$ cat src/rtl/store_queue_ctrl.sv
// Store unit: decodes SB/SH/SW(/SD) into lane-aligned data and per-destination byte enables,
// buffers them in a small FIFO, and reports pending-store word hits for the load path.
module store_queue_ctrl #(
  parameter int unsigned DATA_W = 32,
  parameter int unsigned DEPTH  = 4,
  parameter int unsigned ADDR_W = 32
) (
  input  logic                       clk,
  input  logic                       rst,
  input  logic                       req_valid,
  output logic                       req_ready,
  input  logic [2:0]                 req_funct3,
  input  logic [ADDR_W-1:0]          req_addr,
  input  logic [DATA_W-1:0]          req_data,
  input  logic [31:0]                req_pc,
  output logic                       mem_valid,
  input  logic                       mem_ready,
  output logic [ADDR_W-1:0]          mem_addr,
  output logic [DATA_W-1:0]          mem_wdata,
  output logic [DATA_W/8-1:0]        dmem_wea,
  output logic [DATA_W/8-1:0]        imem_wea,
  output logic [DATA_W/8-1:0]        io_wea,
  output logic                       err_misalign,
  output logic                       err_illegal,
  output logic [$clog2(DEPTH):0]     count,
  input  logic [ADDR_W-1:0]          chk_addr,
  output logic                       chk_hit
);

  localparam int unsigned NB = DATA_W / 8;
  localparam int unsigned OB = $clog2(NB);
  localparam int unsigned PW = $clog2(DEPTH);
  localparam int unsigned CW = PW + 1;

  // Request decode
  logic [7:0]        lanes8;
  logic [2:0]        align_low;
  logic              legal_f3;
  logic [OB-1:0]     off;
  logic [2:0]        off3;
  logic [NB-1:0]     size_mask;
  logic [NB-1:0]     byte_mask;
  logic [DATA_W-1:0] data_masked;
  logic [DATA_W-1:0] wdata_new;
  logic [ADDR_W-1:0] addr_new;
  logic [3:0]        region;
  logic              is_mem_region;
  logic              mapped;
  logic              misaligned;
  logic [NB-1:0]     dmem_new;
  logic [NB-1:0]     imem_new;
  logic [NB-1:0]     io_new;

  always_comb begin
    lanes8    = 8'h00;
    align_low = 3'd0;
    legal_f3  = 1'b1;
    case (req_funct3)
      3'b000: begin lanes8 = 8'h01; align_low = 3'd0; end
      3'b001: begin lanes8 = 8'h03; align_low = 3'd1; end
      3'b010: begin lanes8 = 8'h0f; align_low = 3'd3; end
      3'b011: begin
        if (DATA_W == 64) begin
          lanes8    = 8'hff;
          align_low = 3'd7;
        end else begin
          legal_f3 = 1'b0;
        end
      end
      default: legal_f3 = 1'b0;
    endcase
  end

  assign off       = req_addr[OB-1:0];
  assign off3      = 3'(off);
  assign size_mask = lanes8[NB-1:0];
  assign byte_mask = size_mask << off;
  assign misaligned = (off3 & align_low) != 3'd0;

  always_comb begin
    data_masked = '0;
    for (int i = 0; i < int'(NB); i++) begin
      data_masked[8*i +: 8] = size_mask[i] ? req_data[8*i +: 8] : 8'h00;
    end
  end

  assign wdata_new = data_masked << {off, 3'b000};
  assign addr_new  = {req_addr[ADDR_W-1:OB], {OB{1'b0}}};

  assign region        = req_addr[31:28];
  assign is_mem_region = (region == 4'b0001) || (region == 4'b0010) || (region == 4'b0011);
  assign mapped        = is_mem_region || (region == 4'b1000);
  assign dmem_new      = (is_mem_region && region[0]) ? byte_mask : '0;
  assign imem_new      = (is_mem_region && region[1] && req_pc[30]) ? byte_mask : '0;
  assign io_new        = (region == 4'b1000) ? byte_mask : '0;

  // Queue control
  logic [PW-1:0] wr_ptr_q, wr_ptr_d;
  logic [PW-1:0] rd_ptr_q, rd_ptr_d;
  logic [CW-1:0] count_q, count_d;
  logic          err_misalign_q, err_misalign_d;
  logic          err_illegal_q, err_illegal_d;
  logic          accept, push, pop;

  assign req_ready = (count_q != CW'(DEPTH));
  assign mem_valid = (count_q != '0);
  assign accept    = req_valid && req_ready;
  assign push      = accept && legal_f3 && mapped && !misaligned;
  assign pop       = mem_valid && mem_ready;

  always_comb begin
    wr_ptr_d       = wr_ptr_q;
    rd_ptr_d       = rd_ptr_q;
    count_d        = count_q;
    err_illegal_d  = accept && (!legal_f3 || !mapped);
    err_misalign_d = accept && legal_f3 && mapped && misaligned;
    if (push) wr_ptr_d = wr_ptr_q + PW'(1);
    if (pop)  rd_ptr_d = rd_ptr_q + PW'(1);
    if (push && !pop)      count_d = count_q + CW'(1);
    else if (pop && !push) count_d = count_q - CW'(1);
  end

  always_ff @(posedge clk) begin
    if (rst) begin
      wr_ptr_q       <= '0;
      rd_ptr_q       <= '0;
      count_q        <= '0;
      err_misalign_q <= 1'b0;
      err_illegal_q  <= 1'b0;
    end else begin
      wr_ptr_q       <= wr_ptr_d;
      rd_ptr_q       <= rd_ptr_d;
      count_q        <= count_d;
      err_misalign_q <= err_misalign_d;
      err_illegal_q  <= err_illegal_d;
    end
  end

  // Entry storage needs no reset: it is only observed through occupied slots.
  logic [ADDR_W-1:0] addr_q  [DEPTH];
  logic [DATA_W-1:0] wdata_q [DEPTH];
  logic [NB-1:0]     dwea_q  [DEPTH];
  logic [NB-1:0]     iwea_q  [DEPTH];
  logic [NB-1:0]     owea_q  [DEPTH];

  always_ff @(posedge clk) begin
    if (push) begin
      addr_q[wr_ptr_q]  <= addr_new;
      wdata_q[wr_ptr_q] <= wdata_new;
      dwea_q[wr_ptr_q]  <= dmem_new;
      iwea_q[wr_ptr_q]  <= imem_new;
      owea_q[wr_ptr_q]  <= io_new;
    end
  end

  assign mem_addr     = mem_valid ? addr_q[rd_ptr_q]  : '0;
  assign mem_wdata    = mem_valid ? wdata_q[rd_ptr_q] : '0;
  assign dmem_wea     = mem_valid ? dwea_q[rd_ptr_q]  : '0;
  assign imem_wea     = mem_valid ? iwea_q[rd_ptr_q]  : '0;
  assign io_wea       = mem_valid ? owea_q[rd_ptr_q]  : '0;
  assign err_misalign = err_misalign_q;
  assign err_illegal  = err_illegal_q;
  assign count        = count_q;

  // A slot is occupied when its distance from the read pointer is below the count.
  logic [PW-1:0] rel;
  always_comb begin
    chk_hit = 1'b0;
    rel     = '0;
    for (int i = 0; i < int'(DEPTH); i++) begin
      rel = PW'(i) - rd_ptr_q;
      if (({1'b0, rel} < count_q) && (addr_q[i][ADDR_W-1:OB] == chk_addr[ADDR_W-1:OB])) begin
        chk_hit = 1'b1;
      end
    end
  end

  logic unused_bits;
  assign unused_bits = ^{req_pc[31], req_pc[29:0], chk_addr[OB-1:0]};

endmodule

$ cat config.mk
export PLATFORM = sky130hd
export DESIGN_NAME = store_queue_ctrl
export DESIGN_NICKNAME = d
export VERILOG_FILES = /design/src/rtl/store_queue_ctrl.sv
export SDC_FILE = /design/constraint.sdc
export NUM_CORES = 1
export LEC_CHECK = 0
export CAP_MARGIN = 40
export CORE_ASPECT_RATIO = 0.75
export CORE_MARGIN = 1
export CORE_UTILIZATION = 58
export CTS_CLUSTER_DIAMETER = 150
export DETAILED_ROUTE_END_ITERATION = 8
export GPL_TIMING_DRIVEN = 0
export PLACE_DENSITY = 0.85
export SYNTH_ARGS = -nofsm -noshare
export SYNTH_HDL_FRONTEND = slang
export SYNTH_SLANG_ARGS = --single-unit
$ cat constraint.sdc
create_clock -name clk -period 4.38 [get_ports clk]
set_input_delay 0.876 -clock clk [delete_from_list [all_inputs] [get_ports clk]]
set_output_delay 0.876 -clock clk [all_outputs]
set_load 0.1 [all_outputs]
== Yosys cells after proc, flatten, opt, wreduce, memory -nomap -nowiden ==
Memories as Yosys holds them, arrays and structs flattened. A register that Yosys moved wholly into a read port is not among the register bits.
Cells that the tools add are included.

* Multiplexer cells: 33
* Magnitude comparators: 4
* Bitwise gates (word level): 1
* Shifts and indexed selects: 2
* Equality and inequality tests: 11
* Reductions and logical operators: 30
* Multiply operators: 0
* Add/subtract/negate cells: 8
* Div/mod/pow operators: 0

{| class="wikitable"
|+ Operators with widths
! operator !! number
|-
| equality test 30 bit || 4
|-
| two-way mux 32 bit || 2
|-
| two-way mux 8 bit || 4
|-
| << shifter 32 x 5 -> 32 bit || 1
|-
| two-way mux 4 bit || 6
|-
| two-way mux 2 bit || 10
|-
| logical AND 1 bit || 16
|-
| < comparator 2 x 3 -> 1 bit || 4
|-
| one-hot mux 4 bit (3 select lines) || 1
|-
| equality test 4 x 2 -> 1 bit (second input constant) || 2
|-
| two-way mux 1 bit || 7
|-
| two-way mux 3 bit || 2
|-
| nonzero test 3 bit || 2
|-
| logical NOT 1 bit || 5
|-
| adder 2 x 1 -> 2 bit (second input constant) || 2
|-
| equality test 4 x 1 -> 1 bit (second input constant) || 1
|-
| equality test 4 bit (second input constant) || 1
|-
| logical OR 1 bit || 4
|-
| one-hot mux 2 bit (2 select lines) || 1
|-
| << shifter 4 x 2 -> 4 bit || 1
|-
| subtractor 1 x 2 -> 2 bit (first input constant) || 2
|-
| subtractor 2 bit (first input constant) || 2
|-
| adder 3 x 1 -> 3 bit (second input constant) || 1
|-
| bitwise AND 2 x 3 -> 3 bit || 1
|-
| other kinds (7) || 7
|}

* Memories kept: 5
* Output and inout bits: 84
* Memory bits (writable): 296
* Latch bits: 0
* Register bits: 9
* ROM bits: 0

{| class="wikitable"
|+ Memories
! name !! depth !! bits a word !! read ports !! clocked after memory_dff !! wr ports !! RTL line !! text
|-
| wdata_q || 4 || 32 || 1 || 1 || 1 || 141 || <nowiki>logic [DATA_W-1:0] wdata_q [DEPTH];</nowiki>
|-
| addr_q || 4 || 30 || 5 || 1 || 1 || 140 || <nowiki>logic [ADDR_W-1:0] addr_q [DEPTH];</nowiki>
|-
| dwea_q || 4 || 4 || 1 || 1 || 1 || 142 || <nowiki>logic [NB-1:0] dwea_q [DEPTH];</nowiki>
|-
| iwea_q || 4 || 4 || 1 || 1 || 1 || 143 || <nowiki>logic [NB-1:0] iwea_q [DEPTH];</nowiki>
|-
| owea_q || 4 || 4 || 1 || 1 || 1 || 144 || <nowiki>logic [NB-1:0] owea_q [DEPTH];</nowiki>
|}

== Logic depth before layout (Yosys ltp) ==
* Depth in word-level cells: 10
* Depth in mapped cells: 10
* Depth with buffers taken out: 9

== Worst setup path before layout ==
No wires, ideal clock.

* Path type: register -> output
* Start point: register count_q[2] (netlist: count[2])
* End point: output port dmem_wea[0]
* Slack: 0.217 ns
* Arrival: 3.287 ns
* Stages on the path, launching flop included: 5
* Path buffers: 1
* Cell sequence: dfxtp_1 > inv_1 > nand2_1 > clkbuf_1 > and2_1

* Word-level cells in the longest chain between the ends: 2

{| class="wikitable"
|+ RTL lines
! item !! RTL line !! text
|-
| from (decl) || 100 || <nowiki>logic [CW-1:0] count_q, count_d;</nowiki>
|-
| from (signal assigned) || 133 || <nowiki>count_q <= count_d;</nowiki>
|-
| nonzero test 3 bit || 106 || <nowiki>assign mem_valid = (count_q != '0);</nowiki>
|-
| net mem_valid || 16 || <nowiki>output logic mem_valid,</nowiki>
|-
| two-way mux 4 bit || 158 || <nowiki>assign dmem_wea = mem_valid ? dwea_q[rd_ptr_q] : '0;</nowiki>
|-
| to (decl) || 20 || <nowiki>output logic [DATA_W/8-1:0] dmem_wea,</nowiki>
|}

The timed path passes the listed nets, and every way through them passes these cells.

== Worst setup path after layout ==
* Start point: input port chk_addr[25]
* End point: output port chk_hit

* Word-level cells in the longest chain between the ends: 6

{| class="wikitable"
|+ RTL lines
! item !! RTL line !! text
|-
| from (decl) || 26 || <nowiki>input logic [ADDR_W-1:0] chk_addr,</nowiki>
|-
| equality test 30 bit || 172 || <nowiki>if (({1'b0, rel} < count_q) && (addr_q[i][ADDR_W-1:OB] == chk_addr[ADDR_W-1:OB])) begin</nowiki>
|-
| logical AND 1 bit || 172 ||
|-
| two-way mux 1 bit (3 in a row) || 172 ||
|-
| two-way mux 1 bit * || 172 ||
|-
| to (decl) || 27 || <nowiki>output logic chk_hit</nowiki>
|}

Mark *: on every way between the ends. The rest lies on a longest branch, timed or not.

==> results.json <==
{
  "run_status": "finished clean",
  "hp-class": "reg -> reg",
  "die_width_um": 180,
  "crit_family": "buffers and inverters",
  "intPower_w": 0.00729,
  "coreArea_mm2": 0.0232,
  "synthCells": 832,
  "finalWeightedCongestion": 0.964,
  "n_fill_cell": 1192,
  "drive_above_1_share": 0.207,
  "critical_path.max_fanout": 4,
  "drt-pass1-iter-count": 6,
  "layout.cell_area.non_filler_mm2": 0.0185,
  "ff_latch_count_synth": 307,
  "initial_utilization": 0.597,
  "comb_power_share": 0.556,
  "row_count": 48,
  "fp.dieArea_mm2": 0.0245,
  "worst_stage_delay_on_the_critical_path_ps": 550,
  "finalSetupViolCount": 0,
  "ctsHtreeMaxLevel": 1,
  "cts_num_sinks": 307,
  "power.density_mw_per_mm2": 695,
  "cp_common_cell": "sky130_fd_sc_hd__clkdlybuf4s50_1",
  "netlist-cell-type-count": 39,
  "drt-initial-drc-count": 1182,
  "cp_cell_sequence": "clkdlybuf4s50_1, xor2_1, nor4_1, nand4_1, a2111oi_1, or4_1, clkdlybuf4s50_1, buf_8",
  "critical_path_capture_point_type": "primary output",
  "largest_area_contributor_in_the_netlist": "sky130_fd_sc_hd__edfxtp_1",
  "synth_edf_count": 296,
  "sequentialPowerShare": 0.256,
  "dpl-instance-area_mm2": 0.0174,
  "die_height_um": 136,
  "dpl.hpwl_um": 24900,
  "timing.critical_path.buf_inv": 3,
  "finClkSkew_ps": 17.0,
  "criticalPathCategory": "in -> out",
  "maxCapViolations": 0,
  "worst_hold_slack_ps": 593,
  "post_synth.cell_area_avg_um2": 16.6,
  "numPortBuffers": 179,
  "ys_warn_count": 0,
  "final_nets": 1275,
  "clock-root-buffer": "sky130_fd_sc_hd__clkbuf_16",
  "routed_antenna_nets": 0,
  "post_cts.repair.setup_buffers": 0,
  "critical_path_data_arrival_time_ps": 3460,
  "fin_crit_sh": 0.990,
  "antenna-diode-count": 0,
  "grt_remaining_overflow": 0,
  "cts_tree": "done",
  "share_clk_of_total_power": 0.188,
  "cts_inserted_buffers": 29,
  "grt_max_degree": 58,
  "critical_path.slowest_cell": "sky130_fd_sc_hd__clkdlybuf4s50_1",
  "synth_async_sr_flop_share": 0,
  "floorplan.io_pins": 219,
  "syn-cell-area_mm2": 0.0138,
  "timing.final.crit_period_ps": 4330,
  "switchingPower_w": 0.00556,
  "cts_buffer_depth": 3,
  "routed_wire_per_std_cell_um": 25.0,
  "slew_viol_final": 0,
  "detail_route.wirelength_um": 36200,
  "vias_in_the_first_global_route": 8864,
  "yosysTopAreaCellShare": 0.642,
  "synth-seq-area-share": 0.658,
  "drcViolationCount": 0,
  "worst-slew-pin-transition_ps": 856,
  "yosys-top-cells-area": "sky130_fd_sc_hd__edfxtp_1, sky130_fd_sc_hd__mux4_2, sky130_fd_sc_hd__xor2_1",
  "total_of_hold_buffers_inserted_after_clock_tree_synthesis": 0,
  "via_count_of_the_routed_design": 8918,
  "worst_setup_hold_path_clk_slew_ps": 60,
  "worstPathRequired_ps": 3500,
  "maxClockFrequency_mhz": 231,
  "switching_share": 0.433,
  "worstSetupStartpointType": "primary input",
  "relSlewSlack": 0.429,
  "synth.top_cells.by_count": "sky130_fd_sc_hd__edfxtp_1, sky130_fd_sc_hd__xor2_1, sky130_fd_sc_hd__and2_1, sky130_fd_sc_hd__mux4_2, sky130_fd_sc_hd__nor2_1",
  "gr-usage-all-layers": 0.299,
  "clk-insertion-delay-late_ps": 540,
  "max_rail_drop_vdd_mv": 0.646,
  "synth.most_common_cell": "sky130_fd_sc_hd__edfxtp_1",
  "grt_first_pass_wirelength_um": 53600,
  "hold_viol_final": 0,
  "power_leakage_nw": 6.39,
  "synth_flop_cell": "sky130_fd_sc_hd__edfxtp_1",
  "antenna_found_initial": 0,
  "avgViaCountPerCell": 6.15,
  "layout-area-overhead-vs-synth_pct": 33.5
}
registers in the layout (all words and copies together) (netlist names), named ones only:
register,cells
addr_q,120
count,3
dwea_q,16
err_illegal,1
err_misalign,1
iwea_q,16
owea_q,16
rd_ptr_q,2
wdata_q,128
wr_ptr_q,2
path summary, 6_finish.rpt:
kind	startpoint	end	slack [ps]	cells after the start
setup reg to reg	count[2]	count[2]	1780	9
hold / removal	count[2]	count[2]	590	2
hold reg to reg	count[2]	count[2]	590	2
setup / recovery	chk_addr[25]	chk_hit	50	8
per-stage QoR:
| stage | instances | power [W] | setup TNS (ps) | util | worst slack, ps |
|---|---|---|---|---|---|
| final | 1450 | 0.0128 | 0 | 0.797 | 46.0 |
| after global routing | 1450 | 0.0132 | -87.1 | 0.797 | -27.4 |
| after CTS | 1450 | 0.0129 | 0 | 0.793 | 13.1 |
| after detailed placement | 1399 | 0.0105 | -212 | 0.752 | -212 |
| after global placement | 1312 | 0.00899 | -24050 | 0.691 | -641 |
| after floorplan | 833 | 0.00765 | 0 | - | 217 |
layout by cell type (no fill, tap or decap), types with 3 or more instances in the layout:
cell type                         instances
sky130_fd_sc_hd__a21oi_1                  8
sky130_fd_sc_hd__nand3_1                  9
sky130_fd_sc_hd__clkinv_2                 6
sky130_fd_sc_hd__nor4_2                   7
sky130_fd_sc_hd__and2_1                  85
sky130_fd_sc_hd__clkdlybuf4s50_1        160
sky130_fd_sc_hd__clkinv_1                 7
sky130_fd_sc_hd__xor2_1                 106
sky130_fd_sc_hd__mux4_2                  74
sky130_fd_sc_hd__o21ai_0                 19
sky130_fd_sc_hd__nand2_1                 17
sky130_fd_sc_hd__buf_8                   76
sky130_fd_sc_hd__bufinv_16                3
sky130_fd_sc_hd__dlymetal6s2s_1          19
sky130_fd_sc_hd__dfxtp_1                 11
sky130_fd_sc_hd__buf_16                  10
sky130_fd_sc_hd__and2_4                   4
sky130_fd_sc_hd__clkbuf_16               29
sky130_fd_sc_hd__edfxtp_1               296
sky130_fd_sc_hd__nor3_1                   4
sky130_fd_sc_hd__inv_1                   12
sky130_fd_sc_hd__nor2_1                  33
sky130_fd_sc_hd__a22oi_1                 16
sky130_fd_sc_hd__ha_1                     9
sky130_fd_sc_hd__buf_2                   12
sky130_fd_sc_hd__clkbuf_1                24
sky130_fd_sc_hd__xnor2_1                 20
sky130_fd_sc_hd__or3_1                   10
sky130_fd_sc_hd__nor4_1                  15
sky130_fd_sc_hd__nand4_1                  7
sky130_fd_sc_hd__mux2i_1                 10
area by class of cell:
| class | count | area [um2] | share of cell area |
|---|---|---|---|
| multi-input combinational | 477 | 4610 | 0.250 |
| buffer | 37 | 178 | 0.00962 |
| sequential | 307 | 9110 | 0.493 |
| timing repair buffer | 266 | 3260 | 0.176 |
| clock inverter | 17 | 155 | 0.00840 |
| clock buffer | 34 | 744 | 0.0403 |
| tap | 300 | 375 | 0.0203 |
| inverter | 12 | 45.0 | 0.00244 |
logic make-up (layout without fill, tap and decap cells):
family                   count (synthesis)  after routing  synth area share
AO/OA/AOI/OAI                           54             54            0.0257
XOR/XNOR                               127            127            0.0804
adder cells (fa/ha/maj)                 10             10           0.00959
buffers and inverters                   49            366            0.0159
flip-flops                             307            307             0.658
multiplexers                            84             84             0.128
other                                    1              2          0.000271
AND/OR/NAND/NOR                        200            200            0.0822
worst reg2reg max path, stage by stage, from the launching register on:
cell and delay [ps]:
sky130_fd_sc_hd__dfxtp_1 370, sky130_fd_sc_hd__inv_1 240, sky130_fd_sc_hd__o31ai_1 210, sky130_fd_sc_hd__a211oi_4 400, sky130_fd_sc_hd__ha_1 260, sky130_fd_sc_hd__inv_1 60, sky130_fd_sc_hd__fa_1 370, sky130_fd_sc_hd__xor2_1 170
sky130_fd_sc_hd__or3_1 300, sky130_fd_sc_hd__a21oi_1 140
what timing repair did:
item | CTS | global route
hold endpoints to repair | 0 | 0
setup endpoints to repair | 1 | 1
gates resized for setup | 8 | 32
pin swaps | 0 | 11
power by group through the flow:
stage          logic (W)  clock network [W]  registers, W
3_5_place_dp     0.00710                  0       0.00336
6_report         0.00714            0.00241       0.00330
3_3_place_gp     0.00563                  0       0.00336
4_1_cts          0.00715            0.00243       0.00329
2_1_floorplan    0.00422                  0       0.00344
5_1_grt          0.00738            0.00252       0.00330
routing by layer:
layer	vias to the layer above	global-route usage	part of all wire
met5	-	0	0
met1	4455	0.434	0.40
li1	3802	-	-
met2	580	0.466	0.47
met3	81	0.0667	0.10
met4	0	0.0741	0.026
Power figures use the tool's default switching activity.
